==> config.mk <==
export PLATFORM = sky130hd
export DESIGN_NAME = alu_result_deserializer
export DESIGN_NICKNAME = d
export VERILOG_FILES = /design/src/rtl/alu_result_deserializer.sv
export SDC_FILE = /design/constraint.sdc
export NUM_CORES = 1
export LEC_CHECK = 0
export ABC_CLOCK_PERIOD_IN_PS = 4900
export CAP_MARGIN = 20
export CORE_MARGIN = 5
export CORE_UTILIZATION = 40
export CTS_CLUSTER_DIAMETER = 40
export DETAILED_ROUTE_END_ITERATION = 12
export GPL_TIMING_DRIVEN = 0
export PLACE_DENSITY = 0.61
export SYNTH_ARGS = -nofsm -noshare
export SYNTH_HDL_FRONTEND = slang
export SYNTH_SLANG_ARGS = --single-unit
==> constraint.sdc <==
create_clock -name clk -period 4.9 [get_ports clk]
set_clock_uncertainty 0.05 [all_clocks]
set_input_delay 0.98 -clock clk [delete_from_list [all_inputs] [get_ports clk]]
set_output_delay 0.98 -clock clk [all_outputs]
set_load 0.005 [all_outputs]
==> src/rtl/alu_result_deserializer.sv <==
// Serial receiver for ALU result frames: oversampled 11-bit frame recovery plus
// packet assembly (4 data bytes + result control, or a lone error control).
module alu_result_deserializer #(
  parameter int CLKS_PER_BIT = 16
) (
  input  logic        clk,
  input  logic        rst,
  input  logic        sin,
  output logic        res_valid,
  output logic [31:0] data_out,
  output logic [3:0]  flags_out,
  output logic [2:0]  crc_out,
  output logic        crc_err,
  output logic        err_valid,
  output logic [5:0]  err_flags_out,
  output logic        parity_err,
  output logic        frame_err,
  output logic        proto_err
);
  localparam int CW = $clog2(CLKS_PER_BIT);
  localparam logic [CW-1:0] HALF = CW'(CLKS_PER_BIT / 2 - 1);
  localparam logic [CW-1:0] FULL = CW'(CLKS_PER_BIT - 1);

  typedef enum logic [2:0] {IDLE, START, TYPE, PAYLOAD, STOP} state_t;

  state_t      state, state_n;
  logic [1:0]  sync_ff;
  logic        s, s_prev;
  logic [CW-1:0] cnt;
  logic [2:0]  bit_idx;
  logic        type_bit;
  logic [7:0]  shreg;
  logic        tick;
  logic        stop_ok, stop_bad;
  logic [2:0]  idx;
  logic [31:0] data_buf;

  // x^3+x+1, MSB first, seed 000
  function automatic logic [2:0] crc3(input logic [36:0] d);
    logic [2:0] c;
    logic       fb;
    c = '0;
    for (int i = 36; i >= 0; i--) begin
      fb = c[2] ^ d[i];
      c  = {c[1], c[0] ^ fb, fb};
    end
    return c;
  endfunction

  assign s = sync_ff[1];

  always_ff @(posedge clk or posedge rst) begin
    if (rst) begin
      sync_ff <= 2'b11;
      s_prev  <= 1'b1;
    end else begin
      sync_ff <= {sync_ff[0], sin};
      s_prev  <= s;
    end
  end

  always_ff @(posedge clk or posedge rst) begin
    if (rst) state <= IDLE;
    else     state <= state_n;
  end

  always_comb begin
    state_n = state;
    tick    = 1'b0;
    case (state)
      IDLE:    if (s_prev && !s) state_n = START;
      START:   if (cnt == HALF) begin
                 tick    = 1'b1;
                 state_n = s ? IDLE : TYPE;
               end
      TYPE:    if (cnt == FULL) begin
                 tick    = 1'b1;
                 state_n = PAYLOAD;
               end
      PAYLOAD: if (cnt == FULL) begin
                 tick = 1'b1;
                 if (bit_idx == 3'd7) state_n = STOP;
               end
      STOP:    if (cnt == FULL) begin
                 tick    = 1'b1;
                 state_n = IDLE;
               end
      default: state_n = IDLE;
    endcase
  end

  assign stop_ok  = (state == STOP) && tick && s;
  assign stop_bad = (state == STOP) && tick && !s;

  // Counter restarts on every sample so the next sample lands one bit later.
  always_ff @(posedge clk or posedge rst) begin
    if (rst) begin
      cnt      <= '0;
      bit_idx  <= '0;
      type_bit <= 1'b0;
      shreg    <= '0;
    end else begin
      cnt <= (state == IDLE || tick) ? '0 : cnt + 1'b1;
      if (state == IDLE) bit_idx <= '0;
      if (tick && state == TYPE) type_bit <= s;
      if (tick && state == PAYLOAD) begin
        shreg   <= {shreg[6:0], s};
        bit_idx <= bit_idx + 3'd1;
      end
    end
  end

  // Packet assembly; data_out only moves when a complete packet is presented.
  always_ff @(posedge clk or posedge rst) begin
    if (rst) begin
      idx           <= '0;
      data_buf      <= '0;
      res_valid     <= 1'b0;
      err_valid     <= 1'b0;
      frame_err     <= 1'b0;
      proto_err     <= 1'b0;
      data_out      <= '0;
      flags_out     <= '0;
      crc_out       <= '0;
      crc_err       <= 1'b0;
      err_flags_out <= '0;
      parity_err    <= 1'b0;
    end else begin
      res_valid <= 1'b0;
      err_valid <= 1'b0;
      frame_err <= 1'b0;
      proto_err <= 1'b0;
      if (stop_bad) begin
        frame_err <= 1'b1;
        idx       <= '0;
      end else if (stop_ok) begin
        if (!type_bit) begin
          if (idx < 3'd4) begin
            case (idx[1:0])
              2'd0: data_buf[31:24] <= shreg;
              2'd1: data_buf[23:16] <= shreg;
              2'd2: data_buf[15:8]  <= shreg;
              default: data_buf[7:0] <= shreg;
            endcase
            idx <= idx + 3'd1;
          end else begin
            proto_err <= 1'b1;
            idx       <= '0;
          end
        end else if (!shreg[7]) begin
          if (idx == 3'd4) begin
            data_out  <= data_buf;
            flags_out <= shreg[6:3];
            crc_out   <= shreg[2:0];
            crc_err   <= crc3({data_buf, 1'b0, shreg[6:3]}) != shreg[2:0];
            res_valid <= 1'b1;
          end else begin
            proto_err <= 1'b1;
          end
          idx <= '0;
        end else begin
          if (idx == 3'd0) begin
            err_flags_out <= shreg[6:1];
            parity_err    <= ~^shreg[6:0];
            err_valid     <= 1'b1;
          end else begin
            proto_err <= 1'b1;
          end
          idx <= '0;
        end
      end
    end
  end
endmodule

==> flow_metrics.py, run 1 <==
metrics = {
    "hold_path": {
        "hold_class": "reg -> reg",
    },
    "synthesis": {
        "async_flop_share": 1.00,
        "yosys-top-cells-count": "dfrtp_1, mux2_2, xnor2_1",
        "synth_top_area_frac": 0.545,
        "postSynthAreaPerCell_um2": 13.8,
        "syn-num-nets": 359,
        "ys_seq_elements": 108,
        "synthCells": 349,
        "synth_seq_area_share": 0.561,
        "synthTopCellsByArea": "dfrtp_1, mux2_2, mux2_1",
        "yosysMostFrequentCell": "dfrtp_1",
        "synth_cell_types": 39,
        "synth_edf_count": 0,
        "netlist_area_um2": 4820,
        "ys.flop_type": "dfrtp_1",
        "yosysWarningCount": 0,
        "synth_area_leader_cell": "dfrtp_1",
    },
    "clocking": {
        "cts_tree": "built",
        "ctsHoldBuffers": 0,
        "h-tree-depth": 3,
        "ctsResizeCount": 0,
        "post-cts-setup-buffer-count": 0,
        "clk_pin_slew_ns": 0.07,
        "cts_buffers": 9,
        "cts_buffer_depth": 2,
        "clk_latency_ns": 0.35,
        "clkSinkCount": 108,
        "cts-root-buf": "clkbuf_16",
    },
    "timing": {
        "finalCritPeriodShare": 0.583,
        "rsz0062_at_grt": "false",
        "worst_pin_slew_ns": 0.627,
        "finalMaxSlewViolations": 0,
        "whs_ns": 0.307,
        "maxSlewHeadroom": 0.580,
        "fin_setup_tns_ns": 0,
        "hold_viol_final": 0,
        "finalSetupViolations": 0,
        "period_minus_slack_ns": 2.86,
        "fmax_ghz": 0.350,
    },
    "die": {
        "coreArea_um2": 11900,
        "dieHeight_um": 120,
        "die_w_um": 120,
        "num_rows": 40,
        "ios": 54,
        "initial_core_util": 0.405,
        "dieArea_um2": 14400,
    },
    "detailed_routing": {
        "drtAntennaViolNets": 0,
        "drt_first_pass_iters": 4,
        "vias": 2884,
        "totalWireLength_um": 9520,
        "post_drt_wl_per_cell_um": 16.8,
        "drc_errors": 0,
        "drt_iter0_markers": 149,
        "vias_per_cell": 5.10,
    },
    "global_route": {
        "grt_pass1_wl_um": 16100,
        "grt.total_usage": 0.144,
        "grt_max_degree": 65,
        "antenna_found_initial": 0,
        "grt_pass1_vias": 3057,
        "grt-ovfl-total": 0,
    },
    "run": {
        "drv_cap": 0,
    },
    "worst_setup_path": {
        "criticalPathCategory": "reg -> reg",
        "crit_required_ns": 5.09,
        "critical_path.max_fanout": 10,
        "cp_data_arrival_time_ns": 3.04,
        "critical_path.endpoint_type": "flop",
        "crit_path_start_kind": "flop",
    },
    "layout": {
        "area_delta_synth_final_pct": 22.3,
        "drive_above_1_share": 0.215,
        "finalNetCount": 424,
        "diodes": 0,
    },
    "pwr": {
        "powerDensity_nw_per_um2": 358,
        "p_leak_nw": 2.84,
        "ir_drop_mv": 0.219,
    },
    "placement": {
        "globalplace.congestion": 0.801,
        "portBuffers": 53,
        "dpl.hpwl_um": 6500,
    },
    "status": {
        "status": "completed",
    },
}
sequential cells by signal, indices dropped and copies added (netlist names), 4 cells and up:
name,cells
cnt,4
data_buf,32
data_out,32
err_flags_out,6
flags_out,4
shreg,8
critical path: stages, from the launching register on:
cell	delay (ns)
dfrtp_1	0.37
ha_1	0.22
and2_1	0.24
nand4_1	0.25
or2_0	0.27
clkbuf_1	0.17
nor4_2	0.38
buf_2	0.40
mux2_2	0.38
placed cells by master, fill, tap and decap left out, drive strengths merged, types with 4 or more instances in the layout:
cell type / netlist / routed
buf: 5 / 6
o21ai: 6 / 6
xnor3: 6 / 6
nand3: 4 / 4
inv: 13 / 13
xor2: 6 / 6
mux2: 86 / 86
nand2: 17 / 17
ha: 7 / 7
clkdlybuf4s50: 0 / 53
nor2: 11 / 11
dfrtp: 105 / 105
nor3: 4 / 4
xnor2: 30 / 30
clkbuf: 11 / 24
a22o: 4 / 4
a21oi: 4 / 4
through the flow:
stage	instance area (µm²)	total power [mW]	setup slack, ns	std cells	utilization
2_1_floorplan	4820	1.26	1.03	349	-
3_3_place_gp	5540	1.33	-0.597	549	0.465
3_5_place_dp	5570	1.34	2.03	550	0.467
4_1_cts	5900	2.14	2.02	566	0.495
5_1_grt	5900	2.22	1.79	566	0.495
6_report	5900	2.11	2.04	566	0.495
routing by layer:
layer  track usage  up-vias  part of all wire  routed length [µm]
met1         0.180     1453              0.44                4220
met4        0.0601        0             0.016                 150
li1              -     1353                 -                   -
met3        0.0391       13             0.048                 453
met2         0.236       65              0.49                4700
met5             0        -                 0                   0
final cells by class:
type | instances | area (µm²)
fill | 1082 | 6020
sequential | 108 | 2710
multi-input combinational | 212 | 2000
timing repair buffer | 54 | 558
clock buffer | 13 | 260
tap | 147 | 184
clock inverter | 3 | 68.8
buffer | 16 | 66.3
inverter | 13 | 51.3
cells by family after synthesis:
| logic type | synth area share |
|---|---|
| and+or+nand+nor | 0.0542 |
| DFF | 0.561 |
| muxes | 0.208 |
| adders and majority gates | 0.0182 |
| buffers and inverters | 0.0239 |
| AOI/OAI and AO/OA | 0.0345 |
| xor gates and xnor gates | 0.100 |
power by group:
group	internal, mW	leakage, nW	switching (mW)
Clock	0.477	0.160	0.314
Combinational	0.140	1.20	0.193
Sequential	0.942	1.48	0.0460
path summary, 6_finish.rpt:
| kind | slack (ns) | startpoint | cells after the start | endpoint |
|---|---|---|---|---|
| max | 2.04 | cnt[0] | 8 | flags_out[1] |
| min | 0.31 | sync_ff[0] | 0 | sync_ff[1] |
| min in group asynchronous | 1.01 | rst | 2 | data_out[17] |
| min reg2reg | 0.31 | sync_ff[0] | 0 | sync_ff[1] |
| max in group asynchronous | 3.08 | rst | 3 | state[1] |
| max reg2reg | 2.04 | cnt[0] | 8 | flags_out[1] |
Power figures use the tool's default switching activity.
==> run 2: changes to the inputs <==
--- a/config.mk
+++ b/config.mk
@@ -5,7 +5,7 @@
 export SDC_FILE = /design/constraint.sdc
 export NUM_CORES = 1
 export LEC_CHECK = 0
-export ABC_CLOCK_PERIOD_IN_PS = 4900
+export ABC_CLOCK_PERIOD_IN_PS = 2700
 export CAP_MARGIN = 20
 export CORE_MARGIN = 5
 export CORE_UTILIZATION = 40
==> constraint.sdc (replaced) <==
create_clock -name clk -period 2.7 [get_ports clk]
set_clock_uncertainty 0.05 [all_clocks]
set_input_delay 0.54 -clock clk [delete_from_list [all_inputs] [get_ports clk]]
set_output_delay 0.54 -clock clk [all_outputs]
set_load 0.005 [all_outputs]
==> flow_metrics.py, run 2 (synthesized netlist as in run 1, its figures left out) <==
metrics = {
    "detailed_routing": {
        "drtAntennaViolNets": 0,
        "met1_length_um": 4400,
        "highest_layer": "met4",
        "vias_per_cell": 5.09,
        "post_drt_wl_per_cell_um": 17.1,
        "met2_length_um": 4790,
        "drt_first_pass_iters": 4,
        "vias": 2902,
        "drt_iter0_markers": 165,
        "wl_met3_um": 348,
        "drc_errors": 0,
        "totalWireLength_um": 9740,
    },
    "die": {
        "dieArea_um2": 14400,
        "coreArea_um2": 11900,
        "ios": 54,
        "initial_core_util": 0.405,
        "dieHeight_um": 120,
        "num_rows": 40,
        "die_w_um": 120,
    },
    "status": {
        "status": "completed",
    },
    "worst_setup_path": {
        "crit_start": "data_buf[6]",
        "reg2reg_from": "data_buf[6]",
        "crit_path_start_kind": "flop",
        "r2r_cells": 7,
        "rrSetupSlack_ns": 0.14,
        "rr_endpoint": "crc_err",
        "cp_data_arrival_time_ns": 2.75,
        "crit_required_ns": 2.89,
        "critical_path.endpoint_type": "flop",
        "critPathMaxStageDelay_ns": 0.50,
        "critPathTopFamily": "XOR/XNOR gates",
        "cp_num_buf_inv": 0,
        "critical_path.max_fanout": 5,
        "cpMaxStageDelayCell": "xor3_2",
        "criticalPathCategory": "reg -> reg",
        "cp_cell_sequence": "xnor2_2, xnor3_1, xor3_2, mux2_4, nand4_1, o41ai_1, o41ai_2",
    },
    "placement": {
        "dp_cells": 551,
        "dpl.hpwl_um": 6680,
        "portBuffers": 53,
        "globalplace.congestion": 0.799,
    },
    "clocking": {
        "clkSinkCount": 108,
        "clk_pin_slew_ns": 0.06,
        "cts_buffers": 9,
        "ctsHoldBuffers": 0,
        "cts_tree": "built",
        "clk_latency_ns": 0.34,
        "h-tree-depth": 3,
        "cts-root-buf": "clkbuf_16",
        "cts_buffer_depth": 2,
    },
    "layout": {
        "final_cell_mix": "dfrtp_1, mux2_2, clkdlybuf4s50_1, xnor2_1, mux2_1",
        "layout_commonest_cell": "dfrtp_1",
        "area_delta_synth_final_pct": 23.9,
        "drive_above_1_share": 0.243,
        "final_util": 0.502,
        "diodes": 0,
        "reg_top3": "data_buf: 32 flops, data_out: 32 flops, shreg: 8 flops",
        "final_cells": 570,
        "finalNetCount": 429,
    },
    "hold_path": {
        "min_to": "sync_ff[1]",
        "holdPathStages": 0,
        "hold_class": "reg -> reg",
        "min_from": "sync_ff[0]",
    },
    "global_route": {
        "grt.total_usage": 0.143,
        "grt-ovfl-total": 0,
        "grt_max_degree": 42,
        "grt_pass1_wl_um": 15800,
        "antenna_found_initial": 0,
        "grt_pass1_vias": 3040,
    },
    "timing": {
        "finalMaxSlewViolations": 0,
        "fmax_ghz": 0.391,
        "worst_pin_slew_ns": 0.732,
        "maxSlewHeadroom": 0.511,
        "finalCritPeriodShare": 0.947,
        "whs_ns": 0.307,
        "hold_viol_final": 0,
        "finalSetupViolations": 0,
        "period_minus_slack_ns": 2.56,
    },
    "pwr": {
        "p_leak_nw": 2.85,
        "ir_drop_mv": 0.358,
        "powerDensity_nw_per_um2": 616,
    },
    "run": {
        "drv_cap": 0,
    },
}
## run 2: layout make-up
cell class	count	area, µm²
Inverter	13	52.6
Sequential cell	108	2710
Buffer	15	88.8
Fill cell	1083	5940
Clock inverter	1	5.00
Tap cell	147	184
Multi-Input combinational cell	212	2030
Clock buffer	14	284
Timing Repair Buffer	60	624
## run 2: routing by layer
metal  global-route usage  vias to the layer above
met5                    0                        -
met4               0.0573                        0
met3               0.0306                       18
met2                0.239                       50
met1                0.180                     1477
li1                     -                     1357
## run 2: per-stage QoR
stage                     power (mW)  worst slack, ns  area, µm²   TNS [ns]
after CTS                       3.73           -0.133       5900      -4.65
after floorplan                 2.28            0.310       4830          0
after detailed placement        2.44          -0.0919       5580      -5.29
final                           3.68            0.144       5970          0
after global routing            3.87        -0.000183       5970  -0.000183
after global placement          2.40           -0.282       5540     -30.71
## run 2: report_power, final
group          switching [mW]  total (mW)  internal [mW]
Combinational           0.328       0.586          0.258
Clock                   0.552        1.27          0.721
Sequential              0.110        1.82           1.71
Total                   0.991        3.68           2.69
## run 2: timing repair
action,4_1_cts,5_1_grt
setup buffers,1,4
setup endpoints to repair,77,80
pin swaps,0,2
gates resized for setup,4,16
## run 2: how the worst max path moves through the flow
stage | end | slack [ns] | cells past startpoint
floorplan | crc_err | 0.31 | 7
global placement | flags_out[0] | -0.28 | 2
detailed placement | data_buf[9] | -0.09 | 8
CTS | data_buf[13] | -0.13 | 8
global route | data_out[7] | -0.0002 | 9
finish | crc_err | 0.14 | 7
## run 2: worst register-to-register path, cell delays in order (launching register included)
cell	delay, ns
dfrtp_1	0.43
xnor2_2	0.21
xnor3_1	0.46
xor3_2	0.50
mux2_4	0.31
nand4_1	0.09
o41ai_1	0.09
o41ai_2	0.32
